==> src/rtl/an_rx_bit_dec.sv <==
`default_nettype none
// ============================================================================
// Module   : an_rx_bit_dec
// Brief    : Tone-keyed byte decoder. Slices each level measurement with
//            hysteresis and frames the sliced stream as async serial
//            (start=tone, 8 data bits LSB first, stop=silence).
// Revision : 1.0 - initial release
// ============================================================================
module an_rx_bit_dec #(
    parameter int unsigned C_LV_W  = 12,
    parameter int unsigned C_TH_HI = 1000,
    parameter int unsigned C_TH_LO = 600,
    parameter int unsigned C_SPB   = 4
) (
    input  logic              CK_i,
    input  logic              XARST_i,
    input  logic [C_LV_W-1:0] LVs_i,
    input  logic              DONE_i,
    output logic              SLC_o,
    output logic [7:0]        DAT_o,
    output logic              DAT_EN_o,
    output logic              FRM_ERR_o,
    output logic              BUSY_o
);

    localparam int unsigned CNT_W = $clog2(C_SPB) + 1;

    localparam logic [C_LV_W-1:0] c_th_hi   = C_LV_W'(C_TH_HI);
    localparam logic [C_LV_W-1:0] c_th_lo   = C_LV_W'(C_TH_LO);
    localparam logic [CNT_W-1:0]  c_spb     = CNT_W'(C_SPB);
    localparam logic [CNT_W-1:0]  c_spb_hlf = CNT_W'(C_SPB / 2);
    localparam logic [CNT_W-1:0]  c_cnt_one = CNT_W'(1);
    localparam logic [3:0]        c_bit_lst = 4'd7;

    typedef enum logic [2:0] {
        S_IDLE   = 3'd0,
        S_START  = 3'd1,
        S_DATA   = 3'd2,
        S_STOP   = 3'd3,
        S_WAITLO = 3'd4
    } state_t;

    state_t           r_state, w_state_nx;
    logic [CNT_W-1:0] r_cnt, w_cnt_nx, w_cnt_inc;
    logic [3:0]       r_bit, w_bit_nx;
    logic [7:0]       r_sr, w_sr_nx;
    logic [7:0]       r_dat, w_dat_nx;
    logic             r_dat_en, w_dat_en_nx;
    logic             r_frm_err, w_frm_err_nx;
    logic             r_slc, w_slc_nx;

    // Levels between the two thresholds keep the previous decision.
    always_comb begin
        w_slc_nx = r_slc;
        if (DONE_i) begin
            if (LVs_i >= c_th_hi) begin
                w_slc_nx = 1'b1;
            end else if (LVs_i < c_th_lo) begin
                w_slc_nx = 1'b0;
            end
        end
    end

    assign w_cnt_inc = r_cnt + c_cnt_one;

    always_comb begin
        w_state_nx   = r_state;
        w_cnt_nx     = r_cnt;
        w_bit_nx     = r_bit;
        w_sr_nx      = r_sr;
        w_dat_nx     = r_dat;
        w_dat_en_nx  = 1'b0;
        w_frm_err_nx = 1'b0;
        if (DONE_i) begin
            case (r_state)
                S_IDLE: begin
                    if (w_slc_nx) begin
                        w_state_nx = S_START;
                        w_cnt_nx   = '0;
                    end
                end
                S_START: begin
                    w_cnt_nx = w_cnt_inc;
                    // Re-check the tone at the middle of the start bit to reject glitches.
                    if (w_cnt_inc == c_spb_hlf) begin
                        w_cnt_nx = '0;
                        if (w_slc_nx) begin
                            w_state_nx = S_DATA;
                            w_bit_nx   = '0;
                        end else begin
                            w_state_nx = S_IDLE;
                        end
                    end
                end
                S_DATA: begin
                    w_cnt_nx = w_cnt_inc;
                    if (w_cnt_inc == c_spb) begin
                        w_sr_nx  = {w_slc_nx, r_sr[7:1]};
                        w_cnt_nx = '0;
                        w_bit_nx = r_bit + 4'd1;
                        if (r_bit == c_bit_lst) begin
                            w_state_nx = S_STOP;
                        end
                    end
                end
                S_STOP: begin
                    w_cnt_nx = w_cnt_inc;
                    if (w_cnt_inc == c_spb) begin
                        w_cnt_nx = '0;
                        if (!w_slc_nx) begin
                            w_dat_nx    = r_sr;
                            w_dat_en_nx = 1'b1;
                            w_state_nx  = S_IDLE;
                        end else begin
                            w_frm_err_nx = 1'b1;
                            w_state_nx   = S_WAITLO;
                        end
                    end
                end
                S_WAITLO: begin
                    // A stuck tone must drop before a new start bit can be taken.
                    if (!w_slc_nx) begin
                        w_state_nx = S_IDLE;
                    end
                end
                default: begin
                    w_state_nx = S_IDLE;
                    w_cnt_nx   = '0;
                end
            endcase
        end
    end

    always_ff @(posedge CK_i or negedge XARST_i) begin
        if (!XARST_i) begin
            r_state   <= S_IDLE;
            r_cnt     <= '0;
            r_bit     <= '0;
            r_sr      <= '0;
            r_dat     <= '0;
            r_dat_en  <= 1'b0;
            r_frm_err <= 1'b0;
            r_slc     <= 1'b0;
        end else begin
            r_state   <= w_state_nx;
            r_cnt     <= w_cnt_nx;
            r_bit     <= w_bit_nx;
            r_sr      <= w_sr_nx;
            r_dat     <= w_dat_nx;
            r_dat_en  <= w_dat_en_nx;
            r_frm_err <= w_frm_err_nx;
            r_slc     <= w_slc_nx;
        end
    end

    assign SLC_o     = r_slc;
    assign DAT_o     = r_dat;
    assign DAT_EN_o  = r_dat_en;
    assign FRM_ERR_o = r_frm_err;
    assign BUSY_o    = (r_state != S_IDLE);

endmodule
`default_nettype wire
==> config.mk <==
export PLATFORM = sky130hd
export DESIGN_NAME = an_rx_bit_dec
export DESIGN_NICKNAME = d
export VERILOG_FILES = /design/src/rtl/an_rx_bit_dec.sv
export SDC_FILE = /design/constraint.sdc
export NUM_CORES = 1
export LEC_CHECK = 0
export ABC_CLOCK_PERIOD_IN_PS = 2050
export BUFFER_PORTS_ARGS = -buffer_cell sky130_fd_sc_hd__buf_4
export CAP_MARGIN = 15
export CELL_PAD_IN_SITES_DETAIL_PLACEMENT = 0
export CELL_PAD_IN_SITES_GLOBAL_PLACEMENT = 1
export CORE_ASPECT_RATIO = 1.25
export CORE_UTILIZATION = 38
export CTS_BUF_LIST = sky130_fd_sc_hd__clkbuf_8 sky130_fd_sc_hd__clkbuf_16
export CTS_CLUSTER_DIAMETER = 100
export DETAILED_ROUTE_END_ITERATION = 8
export GPL_ROUTABILITY_DRIVEN = 0
export PLACE_DENSITY_LB_ADDON = 0.1
export SLEW_MARGIN = 20
export SYNTH_ARGS = -nofsm -noshare
export SYNTH_HDL_FRONTEND = slang
export SYNTH_SLANG_ARGS = --single-unit
==> constraint.sdc <==
create_clock -name CK_i -period 2.05 [get_ports CK_i]
set_clock_uncertainty 0.15 [all_clocks]
set_input_delay 0.205 -clock CK_i [delete_from_list [all_inputs] [get_ports CK_i]]
set_output_delay 0.205 -clock CK_i [all_outputs]
set_load 0.005 [all_outputs]
==> qor.log <==
qor: run_status.result_of_the_run complete, but fails checks
qor: run_status.violated_checks setup timing
qor: timing.final-max-slew-violation-count 0
qor: global_routing.wire_length_of_the_first_global_routing_pass 5210 um
qor: synthesis.synth_area_in_compound_gates 0.151
qor: pwr.p_clk_frac 0.287
qor: worst_setup_path.cp.required 2060 ps
qor: worst_setup_path.timing.critical_path.slowest_cell_delay 420 ps
qor: global_routing.grt-busiest-layer met2
qor: synthesis.synth_top_family_by_area compound AO/OA/AOI/OAI gates
qor: floorplan.die_height 71.1 um
qor: worst_setup_path.cell_family_contributing_the_most_delay_on_the_critical_path flip-flops
qor: cts.cts_made_buffers 5
qor: global_routing.met3_usage 0.0512
qor: synthesis.synth_async_sr_flop_share 1.00
qor: global_routing.antenna_found_initial 0
qor: global_routing.globalRoute.totalOverflow 0
qor: floorplan.die_area 0.00407 sq mm
qor: global_routing.grt_util_met2 0.295
qor: worst_setup_path.worst-setup-path-type register to register
qor: synthesis.synthDistinctLibCells 39
qor: timing.rsz0062_at_grt true
qor: timing.post-route-period-util 1.01
qor: synthesis.synth.mux.area_fraction 0.132
qor: pwr.power_frac_seq 0.397
qor: synthesis.synth-main-ff-cell dfrtp_1
qor: hold_path.hold_end r_state[2]
qor: layout.antenna_cells_inserted 0
qor: timing.hold_slack 137 ps
qor: synthesis.synth-adder-area-share 0.0345
qor: worst_setup_path.r2r_end DAT_o[4]
qor: synthesis.ys_ff_latch 29
qor: routing.drtPass1Iterations 4
qor: routing.drc 0
qor: floorplan.die_w 57.3 um
qor: cts.cts_htree_levels 2
qor: routing.via_per_inst 5.34
qor: timing.max_clock_freq 0.484 GHz
qor: timing.setup_viol 4
qor: global_routing.grt_util_all_layers 0.170
qor: synthesis.synth_xor_xnor_area_share 0.0181
qor: hold_path.timing.hold.worst.class input port to register
qor: timing.tightestPinTransition 522 ps
qor: synthesis.synth.yosys.seq_area_share 0.500
qor: worst_setup_path.worst_path_max_delay_cell dfrtp_1
qor: cts.clk_root_buffer_cell clkbuf_8
qor: cts.clk_transition_reported_paths 60 ps
qor: pwr.power.combinational.fraction 0.316
qor: worst_setup_path.cp_data_arrival_time 2080 ps
qor: worst_setup_path.crit_chain ha_4 -> xnor2_4 -> nor2_2 -> nand4_1 -> a211oi_4 -> buf_12 -> mux2_2
qor: synthesis.syn_nets 146
qor: floorplan.rows 24
qor: floorplan.starting_utilization_of_the_core_area 0.406
qor: layout.filler_cell_count 329
qor: worst_setup_path.worst_setup_path_start_kind register
qor: global_routing.largest_net_degree_at_the_start_of_global_routing 30
qor: pwr.sw_frac_of_total 0.305
qor: pwr.switchingPower 552 uW
qor: synthesis.synth_simple_gate_area_share 0.132
qor: layout.stdcell_area 0.00194 sq mm
qor: cts.cts_tree done
qor: worst_setup_path.crit-reg2reg-launch r_cnt[0]
qor: pwr.p_leak 0.944 nW
qor: place.dpl_cell_area 0.00181 sq mm
qor: worst_setup_path.timing.critical_path.fanout_max 9
qor: worst_setup_path.timing.critical_path.to_type register
qor: worst_setup_path.crit_cells 7
qor: place.dp_hpwl 2170 um
qor: layout.syn2layout_area_growth 34.1%
qor: routing.ant_nets 0
qor: routing.detailedRoute.firstIterationViolations 25
qor: timing.slew_headroom 0.648
qor: synthesis.synthesis.instances 127
qor: floorplan.number_of_placed_i_o_pins 27
qor: synthesis.number_of_enable_flip_flop_cells_after_synthesis 0
qor: cts.worstSkewPairLatency 280 ps
qor: global_routing.use_met1 0.185
qor: hold_path.timing.hold.worst_path_depth 3
qor: routing.wirelength 2930 um
qor: cts.cts.sink_count 29
qor: layout.final_core_util 0.544
qor: synthesis.post_synth.cell_area_avg 11.4 sq um
qor: synthesis.mappedNetlistArea 0.00145 sq mm
qor: pwr.cellPowerDensity 930 mW/mm^2
qor: worst_setup_path.crit_buf_inv 1
qor: pwr.cell_internal_pwr 1.26 mW
qor: place.port_buffers 23
qor: timing.hold_viol_final 0
qor: global_routing.grt_pass1_vias 1198
qor: worst_setup_path.reg2reg_setup_slack -10 ps
qor: pwr.vdd_drop_max 0.464 mV
qor: timing.period_minus_slack 2060 ps
qor: layout.post_route_cells_drive_above_1_share 0.421
qor: layout.nNetsFinal 189
qor: worst_setup_path.worst-r2r-cell-count 7
qor: synthesis.synth-warning-count 0
qor: cts.ctsLongestPathBuffers 2
qor: routing.post_detailed_route_wirelength_per_cell 14.0 um
qor: floorplan.area_of_the_core 0.00357 sq mm
qor: timing.timing.final.ws_setup -14.7 ps
qor: hold_path.timing.hold.worst.start DONE_i
qor: run.drv.max_cap_violation_count 0
qor: routing.route.vias.total 1122
==> power groups by stage <==
stage | combinational [mW] | sequential (mW) | clock [mW]
after floorplan | 0.389 | 0.695 | 0
after global placement | 0.550 | 0.727 | 0
after detailed placement | 0.563 | 0.729 | 0
after CTS | 0.568 | 0.719 | 0.536
after global routing | 0.639 | 0.734 | 0.567
final | 0.571 | 0.718 | 0.519
==> stage by stage <==
stage | cells | total power, mW | TNS (ps) | setup slack (ps)
after floorplan | 127 | 1.08 | -1120 | -145
after global placement | 199 | 1.28 | -594 | -79.1
after detailed placement | 199 | 1.29 | -408 | -57.3
after CTS | 209 | 1.82 | -105 | -19.5
after global routing | 210 | 1.94 | -819 | -124
final | 210 | 1.81 | -39.8 | -14.7
==> metal layers <==
metal  up-vias  part of all wire
met3         6             0.034
met4         0             0.022
met1       556              0.42
li1        546                 -
met2        14              0.53
met5         -                 0
==> state kept, by name, summed over array words and instances (netlist names) <==
| signal | flops |
|---|---|
| DAT_o | 8 |
| r_sr | 8 |
| r_bit | 4 |
| r_cnt | 3 |
| r_state | 3 |
| DAT_EN_o | 1 |
| FRM_ERR_o | 1 |
| SLC_o | 1 |
==> kinds of logic after synthesis <==
logic type / after synthesis
XOR/XNOR: 3
AND/OR/NAND/NOR: 35
adder cells (fa/ha/maj): 4
multiplexers: 17
flip-flops: 29
AO/OA/AOI/OAI: 29
buffers and inverters: 10
==> layout by cell type (no fill, tap or decap), drive strengths merged, types with 2 or more instances in the layout <==
cell / synthesis / routed
mux2: 17 / 17
nand2: 6 / 6
nor2: 8 / 8
dfrtp: 29 / 29
nor3: 4 / 4
a22o: 2 / 2
a21oi: 6 / 6
or3b: 3 / 3
nand4: 3 / 3
buf: 2 / 40
ha: 4 / 4
nand3: 2 / 2
xor2: 2 / 2
o2bb2ai: 2 / 2
o21ai: 4 / 4
inv: 5 / 5
clkbuf: 2 / 7
a211oi: 2 / 2
nand2b: 3 / 3
a21o: 4 / 4
==> synth_stat cells, drive strengths merged (2+ instances only) <==
library cell / number / share of area
nor3: 4 / 0.014
dfrtp: 29 / 0.50
o2bb2ai: 2 / 0.012
o21ai: 4 / 0.014
a211oi: 2 / 0.019
nand4: 3 / 0.013
xor2: 2 / 0.012
inv: 5 / 0.013
a21oi: 6 / 0.021
mux2: 17 / 0.13
nand2: 6 / 0.016
clkbuf: 2 / 0.0052
or3b: 3 / 0.018
a21o: 4 / 0.021
buf: 2 / 0.0069
nand3: 2 / 0.0069
ha: 4 / 0.035
nor2: 8 / 0.021
nand2b: 3 / 0.013
a22o: 2 / 0.012
==> area by class of cell <==
class	count	area, sq um	area share
Clock buffer	7	96.3	0.0495
Inverter	5	18.8	0.00965
Clock inverter	1	5.00	0.00257
Timing Repair Buffer	41	323	0.166
Sequential cell	29	726	0.373
Multi-Input combinational cell	88	727	0.374
Tap cell	39	48.8	0.0251
==> tightest hold or removal path: stages <==
cell and delay [ps]:
buf_4 80, buf_4 150, o21ai_0 80
==> worst max-delay path by stage <==
stage | slack [ps] | startpoint | endpoint
after floorplan | -150 | r_cnt[0] | DAT_o[0]
after global placement | -80 | r_cnt[1] | DAT_o[0]
after detailed placement | -60 | r_cnt[0] | DAT_o[4]
after CTS | -20 | r_cnt[0] | DAT_o[4]
after global routing | -120 | r_cnt[0] | DAT_o[4]
final | -10 | r_cnt[0] | DAT_o[4]
==> repair_timing <==
| action | in CTS | in global routing |
|---|---|---|
| hold endpoints to repair | 29 | 0 |
| buffers inserted | 1 | 1 |
| setup endpoints to repair | 8 | 8 |
| hold buffers | 1 | 0 |
| pin swaps | 2 | 0 |
| resized for setup | 1 | 2 |
Power figures use the tool's default switching activity.
